--- config.mk ---
export PLATFORM = sky130hd
export DESIGN_NAME = mc_main_ctrl
export DESIGN_NICKNAME = d
export VERILOG_FILES = /design/src/rtl/mc_main_ctrl.sv
export SDC_FILE = /design/constraint.sdc
export NUM_CORES = 1
export LEC_CHECK = 0
export CAP_MARGIN = 15
export CORE_AREA = 2 2 53 50
export DETAILED_ROUTE_END_ITERATION = 12
export DIE_AREA = 0 0 55 52
export PLACE_DENSITY = 0.78
export REMOVE_ABC_BUFFERS = 1
export SLEW_MARGIN = 20
export SYNTH_ARGS = -nofsm -noshare
export SYNTH_HDL_FRONTEND = slang
export SYNTH_SLANG_ARGS = --single-unit
--- constraint.sdc ---
create_clock -name clk -period 2 [get_ports clk]
set_input_delay 0.5 -clock clk [delete_from_list [all_inputs] [get_ports clk]]
set_output_delay 0.5 -clock clk [all_outputs]
set_load 0.1 [all_outputs]
--- src/rtl/mc_main_ctrl.sv ---
// Multicycle MIPS main control FSM: sequences fetch/decode/execute/memory/writeback
// and produces datapath controls plus the 4-bit ALUOp for the ALU control unit.
module mc_main_ctrl #(
  parameter int WAIT_MAX = 15,
  parameter int CNT_W    = 4
) (
  input  logic       clk,
  input  logic       rst_n,
  input  logic [5:0] opcode,
  input  logic [5:0] func,
  input  logic       mem_ready,
  output logic       PCWrite,
  output logic       PCWriteCond,
  output logic       BranchNE,
  output logic       IorD,
  output logic       MemRead,
  output logic       MemWrite,
  output logic       IRWrite,
  output logic [1:0] MemtoReg,
  output logic [1:0] RegDst,
  output logic       RegWrite,
  output logic       ExtOp,
  output logic [1:0] ALUSrcB,
  output logic [1:0] PCSource,
  output logic [3:0] ALUOp,
  output logic       instr_done,
  output logic       illegal_op,
  output logic       mem_err
);

  localparam logic [5:0] OP_RTYPE = 6'b000000;
  localparam logic [5:0] OP_J     = 6'b000010;
  localparam logic [5:0] OP_JAL   = 6'b000011;
  localparam logic [5:0] OP_BEQ   = 6'b000100;
  localparam logic [5:0] OP_BNE   = 6'b000101;
  localparam logic [5:0] OP_ADDIU = 6'b001001;
  localparam logic [5:0] OP_SLTI  = 6'b001010;
  localparam logic [5:0] OP_SLTIU = 6'b001011;
  localparam logic [5:0] OP_ANDI  = 6'b001100;
  localparam logic [5:0] OP_ORI   = 6'b001101;
  localparam logic [5:0] OP_XORI  = 6'b001110;
  localparam logic [5:0] OP_LUI   = 6'b001111;
  localparam logic [5:0] OP_LW    = 6'b100011;
  localparam logic [5:0] OP_SW    = 6'b101011;
  localparam logic [5:0] FN_JR    = 6'b001000;

  typedef enum logic [3:0] {
    S_RST, S_FETCH, S_DECODE, S_MEM_ADDR, S_MEM_RD, S_MEM_WB, S_MEM_WR,
    S_R_EXEC, S_R_WB, S_JR, S_I_EXEC, S_I_WB, S_BRANCH, S_JUMP
  } state_t;

  state_t           state_q, state_d;
  logic [CNT_W-1:0] cnt_q, cnt_d;
  logic             wait_state;
  logic             timeout;
  logic [3:0]       imm_aluop;
  logic             imm_extop;

  always_ff @(posedge clk or negedge rst_n) begin
    if (!rst_n) begin
      state_q <= S_RST;
      cnt_q   <= '0;
    end else begin
      state_q <= state_d;
      cnt_q   <= cnt_d;
    end
  end

  // Immediate-ALU decode shared by I_EXEC and I_WB; logical ops zero-extend.
  always_comb begin
    imm_aluop = 4'b0010;
    imm_extop = 1'b1;
    case (opcode)
      OP_ANDI:  begin imm_aluop = 4'b0011; imm_extop = 1'b0; end
      OP_LUI:   imm_aluop = 4'b0100;
      OP_ORI:   begin imm_aluop = 4'b0101; imm_extop = 1'b0; end
      OP_SLTI:  imm_aluop = 4'b0110;
      OP_SLTIU: imm_aluop = 4'b0111;
      OP_XORI:  begin imm_aluop = 4'b1000; imm_extop = 1'b0; end
      default:  imm_aluop = 4'b0010;
    endcase
  end

  assign wait_state = (state_q == S_FETCH) || (state_q == S_MEM_RD) || (state_q == S_MEM_WR);
  assign timeout    = wait_state && !mem_ready && (cnt_q == CNT_W'(WAIT_MAX));

  always_comb begin
    state_d     = state_q;
    cnt_d       = '0;
    PCWrite     = 1'b0;
    PCWriteCond = 1'b0;
    BranchNE    = 1'b0;
    IorD        = 1'b0;
    MemRead     = 1'b0;
    MemWrite    = 1'b0;
    IRWrite     = 1'b0;
    MemtoReg    = 2'd0;
    RegDst      = 2'd0;
    RegWrite    = 1'b0;
    ExtOp       = 1'b0;
    ALUSrcB     = 2'd0;
    PCSource    = 2'd0;
    ALUOp       = 4'b0000;
    instr_done  = 1'b0;
    illegal_op  = 1'b0;
    mem_err     = 1'b0;

    // Counter runs only while a memory state is stalled; any exit or timeout clears it.
    if (wait_state && !mem_ready && !timeout) cnt_d = cnt_q + 1'b1;

    case (state_q)
      S_RST: state_d = S_FETCH;
      S_FETCH: begin
        MemRead = 1'b1;
        ALUSrcB = 2'd1;
        IRWrite = mem_ready;
        PCWrite = mem_ready;
        if (mem_ready) state_d = S_DECODE;
        else if (timeout) begin
          mem_err = 1'b1;
          state_d = S_FETCH;
        end
      end
      S_DECODE: begin
        ALUSrcB = 2'd3;
        case (opcode)
          OP_LW, OP_SW:   state_d = S_MEM_ADDR;
          OP_RTYPE:       state_d = S_R_EXEC;
          OP_BEQ, OP_BNE: state_d = S_BRANCH;
          OP_J, OP_JAL:   state_d = S_JUMP;
          OP_ADDIU, OP_ANDI, OP_LUI, OP_ORI, OP_SLTI, OP_SLTIU, OP_XORI:
                          state_d = S_I_EXEC;
          default: begin
            illegal_op = 1'b1;
            state_d    = S_FETCH;
          end
        endcase
      end
      S_MEM_ADDR: begin
        ALUSrcB = 2'd2;
        ExtOp   = 1'b1;
        state_d = (opcode == OP_LW) ? S_MEM_RD : S_MEM_WR;
      end
      S_MEM_RD: begin
        MemRead = 1'b1;
        IorD    = 1'b1;
        if (mem_ready) state_d = S_MEM_WB;
        else if (timeout) begin
          mem_err = 1'b1;
          state_d = S_FETCH;
        end
      end
      S_MEM_WB: begin
        RegWrite   = 1'b1;
        MemtoReg   = 2'd1;
        instr_done = 1'b1;
        state_d    = S_FETCH;
      end
      S_MEM_WR: begin
        // The write request is withdrawn in the cycle the wait is abandoned.
        MemWrite = !timeout;
        IorD     = 1'b1;
        if (mem_ready) begin
          instr_done = 1'b1;
          state_d    = S_FETCH;
        end else if (timeout) begin
          mem_err = 1'b1;
          state_d = S_FETCH;
        end
      end
      S_R_EXEC: begin
        ALUOp   = 4'b1100;
        state_d = (func == FN_JR) ? S_JR : S_R_WB;
      end
      S_R_WB: begin
        RegWrite   = 1'b1;
        RegDst     = 2'd1;
        ALUOp      = 4'b1100;
        instr_done = 1'b1;
        state_d    = S_FETCH;
      end
      S_JR: begin
        PCWrite    = 1'b1;
        PCSource   = 2'd3;
        instr_done = 1'b1;
        state_d    = S_FETCH;
      end
      S_I_EXEC: begin
        ALUSrcB = 2'd2;
        ALUOp   = imm_aluop;
        ExtOp   = imm_extop;
        state_d = S_I_WB;
      end
      S_I_WB: begin
        ALUSrcB    = 2'd2;
        ALUOp      = imm_aluop;
        ExtOp      = imm_extop;
        RegWrite   = 1'b1;
        instr_done = 1'b1;
        state_d    = S_FETCH;
      end
      S_BRANCH: begin
        ALUOp       = 4'b0001;
        PCWriteCond = 1'b1;
        PCSource    = 2'd1;
        BranchNE    = (opcode == OP_BNE);
        instr_done  = 1'b1;
        state_d     = S_FETCH;
      end
      S_JUMP: begin
        PCWrite  = 1'b1;
        PCSource = 2'd2;
        // jal links PC (already PC+4) into r31.
        if (opcode == OP_JAL) begin
          RegWrite = 1'b1;
          RegDst   = 2'd2;
          MemtoReg = 2'd2;
        end
        instr_done = 1'b1;
        state_d    = S_FETCH;
      end
      default: state_d = S_RST;
    endcase
  end

endmodule
==> run_results.csv, run 1 <==
group,metric,value,unit
outcome,firstError,"[ERROR GRT-0232] Routing congestion too high. Check the congestion heatmap in the GUI.",
clock_network,cts_root_buf,"clkbuf_4",
logic_synthesis,async_flop_share,100.0,%
floorplan,row_count,17,
sta,postGrtWorstEndpoint,"MemWrite",
clock_network,clockBufferDepth,2,
logic_synthesis,yosysSeqAreaShare,20.70,%
place,gp_congestion,0.9088,
logic_synthesis,ys_seq_elements,8,
logic_synthesis,synthTopCellsByArea,"dfrtp_1 (21%), nor2_1 (4.3%), nor3_1 (4.1%)",
clock_network,numClockSinks,8,
logic_synthesis,synth_cells,132,
floorplan,die_w,55,um
sta,endpoint_type,"primary output",
global_route,grt_max_degree,11,
clock_network,hold_buffers,0,
logic_synthesis,synth_edf_count,0,
logic_synthesis,ys.flop_type,"dfrtp_1",
logic_synthesis,synth_top_area_cell,"dfrtp_1",
logic_synthesis,yosysTopAreaCellShare,20.70,%
place,dpl.cell_count,231,
logic_synthesis,synth_area,967.2,um2
global_route,overflow,26,
logic_synthesis,syn_avg_cell_area,7.327,um2
place,io_buffers,38,
logic_synthesis,synth_warnings,0,
global_route,grt_util_all_layers,74.63,%
floorplan,die_height,52,um
clock_network,htreeDepth,1,
floorplan,start_util,41.34,%
clock_network,cts_made_buffers,3,
outcome,haltStage,"global routing (5_1_grt)",
place,hpwlAfterDp,3013,um
outcome,status,"aborted with a tool error",
logic_synthesis,netlist-cell-type-count,50,
floorplan,io_pins,39,
[cells by family after synthesis]
| group | after synthesis | synth area share (%) |
|---|---|---|
| simple gates | 60 | 35.58 |
| compound gates | 39 | 27.81 |
| buf+inv | 19 | 9.314 |
| flops | 8 | 20.70 |
| mux | 3 | 3.493 |
| xor+xnor | 2 | 1.811 |
| fa+ha+maj | 1 | 1.293 |
[stage by stage]
stage                     setup WS (ps)  hold WS, ps  util [%]  area, um2  TNS (ps)
after floorplan                   -4641        204.4         -      895.9    -37890
after global placement           -593.0        445.8     81.39       1904     -5681
after detailed placement         -621.5        471.5     81.39       1904     -6447
after CTS                        -173.8        478.1     91.76       2147     -1594
[what timing repair did]
action | 4_1_cts
hold endpoints to repair | 0
gates resized for setup | 76
setup endpoints to repair | 22
pin swaps | 13
setup buffers | 9
[per-layer routing]
layer | global-route usage, % | GRT overflow
met5 | 2.381 | 0
met3 | 53.74 | 0
met2 | 91.47 | 17
met4 | 79.27 | 9
met1 | 75.83 | 0
[Yosys cell counts, drive strengths merged (2+ instances only)]
master	instances
nor2	11
nor3	9
o21ai	9
buf	8
dfrtp	8
nand2	7
a21oi	6
clkbuf	6
nor2b	6
a31oi	5
inv	5
nand2b	5
a211oi	3
and3	3
mux2	3
nand3	3
nor3b	3
a211o	2
nand3b	2
nor4	2
o211ai	2
o22ai	2
or4b	2
==> inputs of run 2 (changes only) <==
Settings changed: CORE_AREA 2 2 53 50 to 2 2 63 65, DIE_AREA 0 0 55 52 to 0 0 65 67, PLACE_DENSITY 0.78 to default, PLACE_DENSITY_LB_ADDON from default to 0.15.
==> run 2 against run 1 <==
Net effect:
- the flow now finishes, with violations (negative setup slack)
- area after synthesis unchanged
- synthesized cell count unchanged
==> run_results.csv, run 2 <==
group,metric,value,unit
pwr,share_seq_of_total_power,8.9,%
pwr,p_leak,1.003,nW
critical_path,worstSetupPathType,"reg -> out",
cells_and_area,antennaDiodeCount,0,
logic_synthesis,synth-adder-area-share,1.294,%
critical_path,worst_setup_path_end_kind,"primary output",
sta,rsz0062_at_grt,"true",
detailed_routing,ant_nets,0,
logic_synthesis,syn_avg_cell_area,7.327,um2
floorplan,die-area,4355,um2
logic_synthesis,synthXorXnorAreaFrac,1.811,%
logic_synthesis,ys_seq_elements,8,
critical_path,cp_max_fo,7,
sta,finalCritPeriodShare,109.0,%
detailed_routing,wl_per_cell,15.32,um
global_route,grt_util_all_layers,20.60,%
logic_synthesis,synthMostInstantiatedCell,"nor2_1",
clock_network,cts_tree,"yes",
pwr,switching_share,52.45,%
sta,worstMarginPinSlew,356.9,ps
sta,fin_skew,2.607,ps
cells_and_area,final_common_cell,"buf_4",
global_route,overflow,0,
logic_synthesis,async_flop_share,100.0,%
cells_and_area,drive_gt1_share,63.56,%
clock_network,cts_root_buf,"clkbuf_8",
logic_synthesis,synth_compound_area_share,27.81,%
cells_and_area,area_growth,140.7,%
critical_path,reg2reg_setup_slack,480,ps
sta,relSlewSlack,75.89,%
logic_synthesis,synth_top_family_by_area,"simple AND/OR/NAND/NOR gates",
critical_path,critical_path_required,1500,ps
floorplan,die_height,67,um
clock_network,htreeDepth,1,
cells_and_area,final_net_count,243,
detailed_routing,wl,4182,um
logic_synthesis,synthTopCellsByArea,"dfrtp_1 (21%), nor2_1 (4.3%), nor3_1 (4.1%)",
logic_synthesis,synth_simple_gate_area_share,35.58,%
place,hpwlAfterDp,3107,um
logic_synthesis,synth_cells,132,
clock_network,hold_buffers,0,
detailed_routing,vias,1410,
sta,hold_viol,0,
logic_synthesis,yosysSeqAreaShare,20.70,%
logic_synthesis,ys.flop_type,"dfrtp_1",
critical_path,cp_top_family,"simple AND/OR/NAND/NOR gates",
run,maxCapViolations,0,
cells_and_area,final_cells,273,
critical_path,crit_arrival,1680,ps
global_route,grt_pass1_vias,1514,
floorplan,start_util,26.82,%
logic_synthesis,synth_warnings,0,
critical_path,crit_chain,"nand2b_4 > or3_4 > a211oi_2 > buf_4 > buf_12",
floorplan,io_pins,39,
clock_network,numClockSinks,8,
cells_and_area,largestRegisters,"cnt_q x4, state_q x4",
pwr,powerDensity,1402,nW/um2
place,dpl.cell_count,257,
outcome,violations,"negative setup slack",
place,io_buffers,38,
cells_and_area,layout_common_cells,"buf_4 (56), buf_12 (24), buf_6 (14), nor2_1 (8), clkdlybuf4s50_1 (7)",
sta,drv_slew,0,
sta,setup_viol,15,
logic_synthesis,synth_top_area_cell,"dfrtp_1",
detailed_routing,drtIter0Drc,52,
pwr,power.share.clock,5.7,%
detailed_routing,drc,0,
logic_synthesis,yosysTopAreaCellShare,20.70,%
detailed_routing,drtPass1Iterations,4,
logic_synthesis,synth_area,967.2,um2
logic_synthesis,synthMuxAreaShare,3.493,%
global_route,antenna_found_initial,0,
clock_network,cts_made_buffers,3,
critical_path,path_buf_inv,2,
global_route,grt_max_degree,11,
min_path,min_path_type,"reg -> reg",
logic_synthesis,netlist-cell-type-count,50,
clock_network,clkLatencyLatePin,230,ps
clock_network,path_clk_slew,40,ps
global_route,grt_pass1_wl,6989,um
sta,worst_slack,-179.7,ps
logic_synthesis,synth_edf_count,0,
pwr,p_sw,0.001712,W
place,gp_congestion,0.7944,
critical_path,critPathSlowestCell,"dfrtp_2",
detailed_routing,viasPerCell,5.165,
logic_synthesis,synth_common_cells,"nor2_1 (11), dfrtp_1 (8), nor3_1 (8), nand2_1 (7)",
pwr,max-vdd-ir-drop,0.0008178,V
floorplan,row_count,22,
sta,fmaxAchievable,458.8,MHz
pwr,p_comb_share,85.4,%
sta,hold_ws,463.1,ps
pwr,power.internal,0.001552,W
clock_network,clockBufferDepth,2,
place,place_ws,-566.5,ps
floorplan,die_w,65,um
floorplan,design.core.area,3606,um2
critical_path,cp_slowest_stage_delay,440,ps
critical_path,startpoint_type,"flop",
sta,post-route-min-period,2180,ps
outcome,status,"finished, violations left",
run 2: final timing paths:
check | to | from | depth (start not counted)
hold reg to reg | cnt_q[0]$_DFF_PN0_ | cnt_q[0]$_DFF_PN0_ | 1
setup / recovery | illegal_op | state_q[0]$_DFF_PN0_ | 5
max in group asynchronous | state_q[1]$_DFF_PN0_ | rst_n | 1
min in group asynchronous | cnt_q[2]$_DFF_PN0_ | rst_n | 1
setup reg to reg | state_q[1]$_DFF_PN0_ | cnt_q[0]$_DFF_PN0_ | 5
hold / removal | cnt_q[0]$_DFF_PN0_ | cnt_q[0]$_DFF_PN0_ | 1
run 2: power groups by stage:
stage                     Combinational (W)  Sequential (W)  Clock [W]
final                               0.00279        0.000290   0.000187
after global routing                0.00291        0.000299   0.000208
after CTS                           0.00260        0.000288   0.000192
after detailed placement            0.00233        0.000297          0
after global placement              0.00232        0.000294          0
after floorplan                     0.00119        0.000314          0
run 2: per-layer routing:
metal  part of all wire, %  up-vias  routed length (um)  track usage [%]
met2                    52       41                2181            37.50
met3                   3.8       15                 158            2.027
met4                   3.3        0                 140            8.511
li1                      -      676                   -                -
met1                    41      678                1702            24.57
met5                     0        -                   0                0
run 2: cell type report:
class | instances | area [um2]
flip-flops and latches | 8 | 205.2
inverters | 5 | 18.77
multi-input cells | 105 | 855.8
repair buffers | 104 | 1147
clock buffers | 3 | 41.29
fillers | 305 | 1277
well taps | 48 | 60.06
run 2: cells by family after synthesis:
family                   Yosys count
AND/OR/NAND/NOR                   60
adder cells (fa/ha/maj)            1
AO/OA/AOI/OAI                     39
buffers and inverters             19
flip-flops                         8
XOR/XNOR                           2
multiplexers                       3
run 2: repair_timing:
action / CTS / global route
resized for setup: 74 / 19
endpoints found under the setup margin: 23 / 22
pin swaps: 14 / 6
buffers inserted: 9 / 5
run 2: per-stage QoR:
stage	total power (W)	utilization, %	area [um2]	setup TNS (ps)
2_1_floorplan	0.001500	-	895.9	-37890
3_3_place_gp	0.002611	54.75	1974	-6694
3_5_place_dp	0.002628	54.75	1974	-6788
4_1_cts	0.003078	61.62	2222	-1176
5_1_grt	0.003415	64.57	2328	-2395
6_report	0.003264	64.57	2328	-1343
Power figures use the tool's default switching activity.
==> inputs of run 3 (changes only) <==
Settings changed: ABC_AREA from default to 1.
==> run 3 against run 2 <==
Net effect:
- the flow still finishes with violations (negative setup slack)
- synthesized cell count grew 26%
- maximum frequency grew 7.4%
- largest power group unchanged
- clock skew shrank 2.4 ps
- routed wire length shrank 23%
- area after synthesis shrank 6.5%
- critical path type unchanged
- sequential share of layout area grew 0.95 points
- sequential cell count is the same
- via count shrank 5.8%
- utilization shrank 6.6 points
- largest cell class unchanged
- global-route usage shrank 4.1 points
- combinational power shrank 16%
- register-to-register slack gained 40 ps
==> run_results.csv, run 3 <==
group,metric,value,unit
floorplan,row_count,22,
pwr,p_sw,0.001612,W
logic_synthesis,synthMuxAreaShare,0,%
pwr,powerDensity,1340,nW/um2
floorplan,die_height,67,um
pwr,report.power.total,0.002800,W
cells_and_area,final_cells,295,
place,io_buffers,38,
sta,rsz0062_at_grt,"true",
pwr,switching_share,57.56,%
cells_and_area,final_net_count,265,
logic_synthesis,netlist-cell-type-count,21,
floorplan,die_w,65,um
clock_network,clkLatencyLatePin,230,ps
logic_synthesis,ys.flop_type,"dfrtp_1",
pwr,max-vdd-ir-drop,0.0005709,V
detailed_routing,vias,1328,
place,dpl.cell_count,279,
run,maxCapViolations,0,
logic_synthesis,syn_avg_cell_area,5.450,um2
place,gp_congestion,0.8505,
floorplan,io_pins,39,
pwr,power.internal,0.001188,W
detailed_routing,wl_per_cell,10.93,um
sta,post-route-min-period,2029,ps
global_route,grt_pass1_wl,5595,um
cells_and_area,multi_input_comb_area,747.0,um2
critical_path,worstSetupPathType,"reg -> out",
cells_and_area,largestRegisters,"cnt_q x4, state_q x4",
cells_and_area,antennaDiodeCount,0,
cells_and_area,area_growth,131.0,%
detailed_routing,drtPass1Iterations,4,
clock_network,cts_tree,"yes",
logic_synthesis,synth_cells,166,
clock_network,cts_root_buf,"clkbuf_8",
logic_synthesis,synth_top_family_by_area,"simple AND/OR/NAND/NOR gates",
clock_network,clockBufferDepth,2,
sta,fmaxAchievable,492.9,MHz
cells_and_area,drive_gt1_share,52.63,%
logic_synthesis,ys_seq_elements,8,
sta,fin_skew,0.2170,ps
sta,worstMarginPinSlew,324.7,ps
global_route,grt_util_all_layers,16.52,%
logic_synthesis,synthTopCellsByArea,"dfrtp_1 (22%), nand2_1 (16%), nor2_1 (16%)",
min_path,min_path_type,"in -> async",
logic_synthesis,async_flop_share,100.0,%
cells_and_area,final_common_cell,"buf_4",
global_route,grt_max_degree,9,
place,place_ws,-438.8,ps
logic_synthesis,synth_area,904.6,um2
outcome,violations,"negative setup slack",
critical_path,startpoint_type,"flop",
clock_network,htreeDepth,1,
sta,worst_slack,-28.66,ps
detailed_routing,ant_nets,0,
critical_path,crit_arrival,1530,ps
place,hpwlAfterDp,2472,um
logic_synthesis,synth_warnings,0,
outcome,status,"finished, violations left",
detailed_routing,wl,3223,um
cells_and_area,fillerInstances,336,
sta,finalCritPeriodShare,101.4,%
logic_synthesis,yosysSeqAreaShare,22.13,%
pwr,p_leak,1.059,nW
clock_network,path_clk_slew,40,ps
global_route,antenna_found_initial,0,
sta,hold_viol,0,
critical_path,cp_max_fo,5,
floorplan,start_util,25.09,%
logic_synthesis,synth_common_cells,"nand2_1 (38), nor2_1 (38), inv_1 (26), nand3_1 (16), o21ai_0 (13)",
pwr,power.share.clock,6.8,%
sta,relSlewSlack,78.13,%
pwr,p_comb_share,83.5,%
critical_path,worst_setup_path_end_kind,"primary output",
logic_synthesis,synth_compound_area_share,9.405,%
logic_synthesis,synth_edf_count,0,
place,postPlaceCellArea,1788,um2
global_route,overflow,0,
detailed_routing,drtIter0Drc,54,
cells_and_area,layout_common_cells,"buf_4 (38), nand2_1 (30), nor2_1 (25), buf_12 (24), inv_1 (16)",
critical_path,critical_path_required,1500,ps
clock_network,hold_buffers,0,
global_route,grt_pass1_vias,1305,
floorplan,design.core.area,3606,um2
detailed_routing,viasPerCell,4.502,
logic_synthesis,yosysTopAreaCellShare,22.13,%
logic_synthesis,synth_top_area_cell,"dfrtp_1",
detailed_routing,drc,0,
cells_and_area,stdcell_area,2090,um2
cells_and_area,register_area,203.9,um2
sta,drv_slew,0,
logic_synthesis,synth_simple_gate_area_share,52.28,%
pwr,share_seq_of_total_power,9.8,%
logic_synthesis,synthXorXnorAreaFrac,1.936,%
clock_network,cts_made_buffers,3,
logic_synthesis,synth-adder-area-share,1.383,%
sta,setup_viol,4,
floorplan,die-area,4355,um2
clock_network,numClockSinks,8,
==> run 3: path summary, 6_finish.rpt <==
| path | start | to | slack [ps] | depth (start not counted) |
|---|---|---|---|---|
| max reg2reg | state_q[3]$_DFF_PN0_ | cnt_q[0]$_DFF_PN0_ | 520 | 10 |
| min reg2reg | cnt_q[0]$_DFF_PN0_ | cnt_q[0]$_DFF_PN0_ | 550 | 2 |
| min | rst_n | cnt_q[3]$_DFF_PN0_ | 540 | 1 |
| max | state_q[3]$_DFF_PN0_ | mem_err | -30 | 9 |
| max in group asynchronous | rst_n | state_q[1]$_DFF_PN0_ | 1200 | 1 |
| min in group clk | cnt_q[0]$_DFF_PN0_ | cnt_q[0]$_DFF_PN0_ | 550 | 2 |
==> run 3: cell families (layout without fill, tap and decap cells) <==
kind of cell	count (synthesis)	after routing
fa+ha+maj	1	1
flops	8	8
compound gates	17	17
buf+inv	30	111
xor+xnor	2	2
simple gates	108	108
==> run 3: critical path, cell delays in order, from the launching register on <==
cell and delay (ps):
dfrtp_2 460, inv_4 100, nand2_4 80, inv_2 80, nand2_2 50, nand2_2 80
nand2_2 50, buf_4 130, inv_1 80, buf_12 180
==> run 3: layout make-up <==
type                            instances  area share [%]
Multi-Input combinational cell        128           35.75
Tap cell                               48           2.874
Inverter                               29           5.569
Timing Repair Buffer                   79           44.07
Clock buffer                            3           1.976
Sequential cell                         8           9.761
==> run 3: routing by layer <==
metal / GRT usage, % / vias to the layer above / wire, um
li1: - / 683 / -
met1: 19.08 / 602 / 1325
met2: 29.64 / 38 / 1718
met3: 2.703 / 5 / 141
met4: 7.713 / 0 / 38
met5: 0 / - / 0
==> run 3: per-stage QoR <==
stage                     TNS, ps  util, %  hold slack, ps
final                      -68.44    57.95           537.7
after global routing        -1087    57.95           572.5
after CTS                  -66.12    55.73           543.1
after detailed placement    -4794    49.58           462.8
after global placement      -4877    49.58           452.6
after floorplan            -24100        -           204.4
==> run 3: timing repair <==
item / 4_1_cts / 5_1_grt
endpoints found under the setup margin: 17 / 19
buffers inserted: 10 / 3
resized for setup: 72 / 21
pin swaps: 10 / 4
==> run 3: power groups by stage <==
| stage | clock network, W | logic, W | registers, W |
|---|---|---|---|
| floorplan | 0 | 0.00130 | 0.000247 |
| global route | 0.000202 | 0.00248 | 0.000282 |
| global placement | 0 | 0.00209 | 0.000261 |
| CTS | 0.000191 | 0.00229 | 0.000270 |
| detailed placement | 0 | 0.00209 | 0.000261 |
| finish | 0.000189 | 0.00234 | 0.000274 |
==> RTL change, RTL diff (settings of run 2) <==
Reset style: synchronous (`rst_n`), changed in one clocked block.
--- a/src/rtl/mc_main_ctrl.sv
+++ b/src/rtl/mc_main_ctrl.sv
@@ -58,3 +58,3 @@
 
-  always_ff @(posedge clk or negedge rst_n) begin
+  always_ff @(posedge clk) begin
     if (!rst_n) begin
Check against the original RTL: differs if rst_n is asserted again (counterexample within 4 cycles, from zero or initial values and one cycle with rst_n low); with rst_n held inactive, the same outputs for 10 cycles.
==> RTL change against run 2 <==
- the run still ends with setup timing left
- wire length rose by 6.2%
- clock power grew 7%
- critical path depth rose by 1
- register-to-register slack lost 40 ps
- sequential cell count did not move
- design area is 1.7% higher
- total power fell by 37%
- sequential share of layout area down 1.3 points
- area after synthesis rose by 5.3%
- clock skew rose by 8.0 ps
- first-iteration DRC count grew 9.6%
- sequential power shrank 11%
- worst setup slack improved by 40 ps
- critical endpoint unchanged
- largest cell class unchanged
==> RTL change: results (changes against run 2) <==
status = complete, but fails checks
violated checks = setup timing
layout cell share with drive strength beyond 1 = 0.605 (-0.0304)
vias per cell = 5.19 (+0.46%)
CP Capture Point = illegal_op
Hold WC Path Type = reg2reg
Pleak = 0.000986 µW (-1.7%)
r2r endpoint = state_q[1]$_SDFF_PN0_
DR iter-0 viols = 57 (+9.6%)
Setup crit start = opcode[5]
Clock Latency Late Sink = 240 ps
R2R setup slack = 440 ps (-40 ps)
diode count = 0 (unchanged)
prevailing post-synth register cell = dfxtp_1
post-route setup slack = -140 ps (+39.7 ps)
Placer Congestion = 0.899 (+13%)
Synth cell types = 52 (+4.0%)
number of CTS-inserted buffers = 3 (unchanged)
first-pass GRT wire length = 6730 µm (-3.6%)
leading post-synthesis cells by cell area = dfxtp_1 16%, nor2_1 7.0%, nand2_1 5.2%
Detailed Place HPWL = 3080 µm (-0.83%)
maximum vdd drop = 0.591 mV (-28%)
register area share after synthesis = 0.157 (-0.0497)
# fillers = 290 (-4.9%)
Arrival @ worst endpoint = 1640 ps (-40 ps)
initial antenna violation count = 0 (unchanged)
R2R depth = 5 (unchanged)
H-tree Lvls = 1 (unchanged)
Worst-path clk slew = 40 ps (about the same)
Worst Tran Pin Value = 486 ps (+129 ps)
dpl cell area = 1930 µm² (-2.2%)
Final nets = 251 (+3.3%)
number of global-route vias before repair = 1501 (-0.86%)
CTS max path bufs = 2 (unchanged)
CTS root buf = clkbuf_8
max-slew violation count = 0 (unchanged)
Crit Reg-Reg Startpoint = state_q[3]$_SDFF_PN0_
# port buffers = 38 (unchanged)
fin cells = 281 (+2.9%)
final setup fails = 7 (-8)
Commonest cells post-synth = 19 x nor2_1, 14 x nand2_1, 9 x a21oi_1, 8 x dfxtp_1
largest net degree at the start of global routing = 12 (+1)
Routed WL per cell = 15.8 µm (+3.1%)
dpl cells = 263 (+2.3%)
crit path max fanout = 5 (-2)
syn avg cell area = 6.88 µm² (-6.1%)
biggest regs = cnt_q (4), state_q (4)
DRT Pass-1 Iters = 4 (unchanged)
Total GRT Usage = 0.199 (-0.00728)
share of flip-flops with an asynchronous set or reset = 0 (-1.00)
Synth warnings = 0 (unchanged)
Worst Skew = 10.7 ps (+8.04 ps)
## RTL change: cell types whose count changed after synthesis, moves of 3 or more
cell,delta
a2111oi_0,+3
a211o_1,+3
a21o_1,+3
a21oi_1,+3
clkbuf_1,-5
dfrtp_1,-8
dfxtp_1,+8
mux2_2,-3
nand2_1,+7
nor2_1,+8
nor2b_1,-4
## RTL change: kinds of logic after synthesis
kind of cell             after synthesis  synth area share
AND/OR/NAND/NOR                       75             0.403
buffers and inverters                 19            0.0995
adder cells (fa/ha/maj)                1            0.0123
XOR/XNOR                               3            0.0258
flip-flops                             8             0.157
AO/OA/AOI/OAI                         42             0.302
## RTL change: how the worst min path moves through the flow
stage                                    from             endpoint  slack [ps]  cells after the start
after floorplan           cnt_q[0]$_SDFF_PN0_  cnt_q[0]$_SDFF_PN0_         420                      1
after global placement    cnt_q[0]$_SDFF_PN0_  cnt_q[0]$_SDFF_PN0_         430                      1
after detailed placement  cnt_q[0]$_SDFF_PN0_  cnt_q[0]$_SDFF_PN0_         440                      1
after CTS                 cnt_q[0]$_SDFF_PN0_  cnt_q[0]$_SDFF_PN0_         450                      1
after global routing      cnt_q[0]$_SDFF_PN0_  cnt_q[0]$_SDFF_PN0_         450                      1
final                     cnt_q[0]$_SDFF_PN0_  cnt_q[0]$_SDFF_PN0_         440                      1
## RTL change: worst max-delay path, cell delays in order
cell,delay (ps)
buf_8,100
buf_6,130
a2111oi_4,410
nor3_2,90
nor3_2,190
buf_12,210
## RTL change: final cells by class
class	instances	area share
flip-flops and latches	8	0.0750
well taps	48	0.0254
repair buffers	94	0.453
clock buffers	3	0.0174
multi-input cells	121	0.416
inverters	7	0.0132
## RTL change: report_power, final
group	switching [µW]	leakage (µW)	internal (µW)	total, µW
logic	928	0.000896	680	1610
registers	62.1	0.0000687	197	259
clock network	70.0	0.0000216	131	201
## RTL change: what timing repair did
action | 4_1_cts | 5_1_grt
setup buffers | 13 | 3
cloned | 0 | 0
endpoints found under the setup margin | 19 | 15
hold buffers | 0 | 0
gates resized for setup | 70 | 34
pin swaps | 15 | 14
## RTL change: through the flow
step | setup TNS [ps] | setup WS (ps) | utilization | power, µW
global placement | -5960 | -564 | 0.536 | 1640
CTS | -561 | -144 | 0.612 | 1960
finish | -464 | -140 | 0.657 | 2070
detailed placement | -6570 | -778 | 0.536 | 1660
global route | -810 | -174 | 0.657 | 2160
floorplan | -31150 | -2340 | - | 1040
## RTL change: layer usage
metal / part of all wire / routed length (µm) / global-route usage
met1: 0.37 / 1650 / 0.209
met2: 0.57 / 2530 / 0.416
met3: 0.031 / 137 / 0.0169
met4: 0.026 / 116 / 0.0479
met5: 0 / 0 / 0
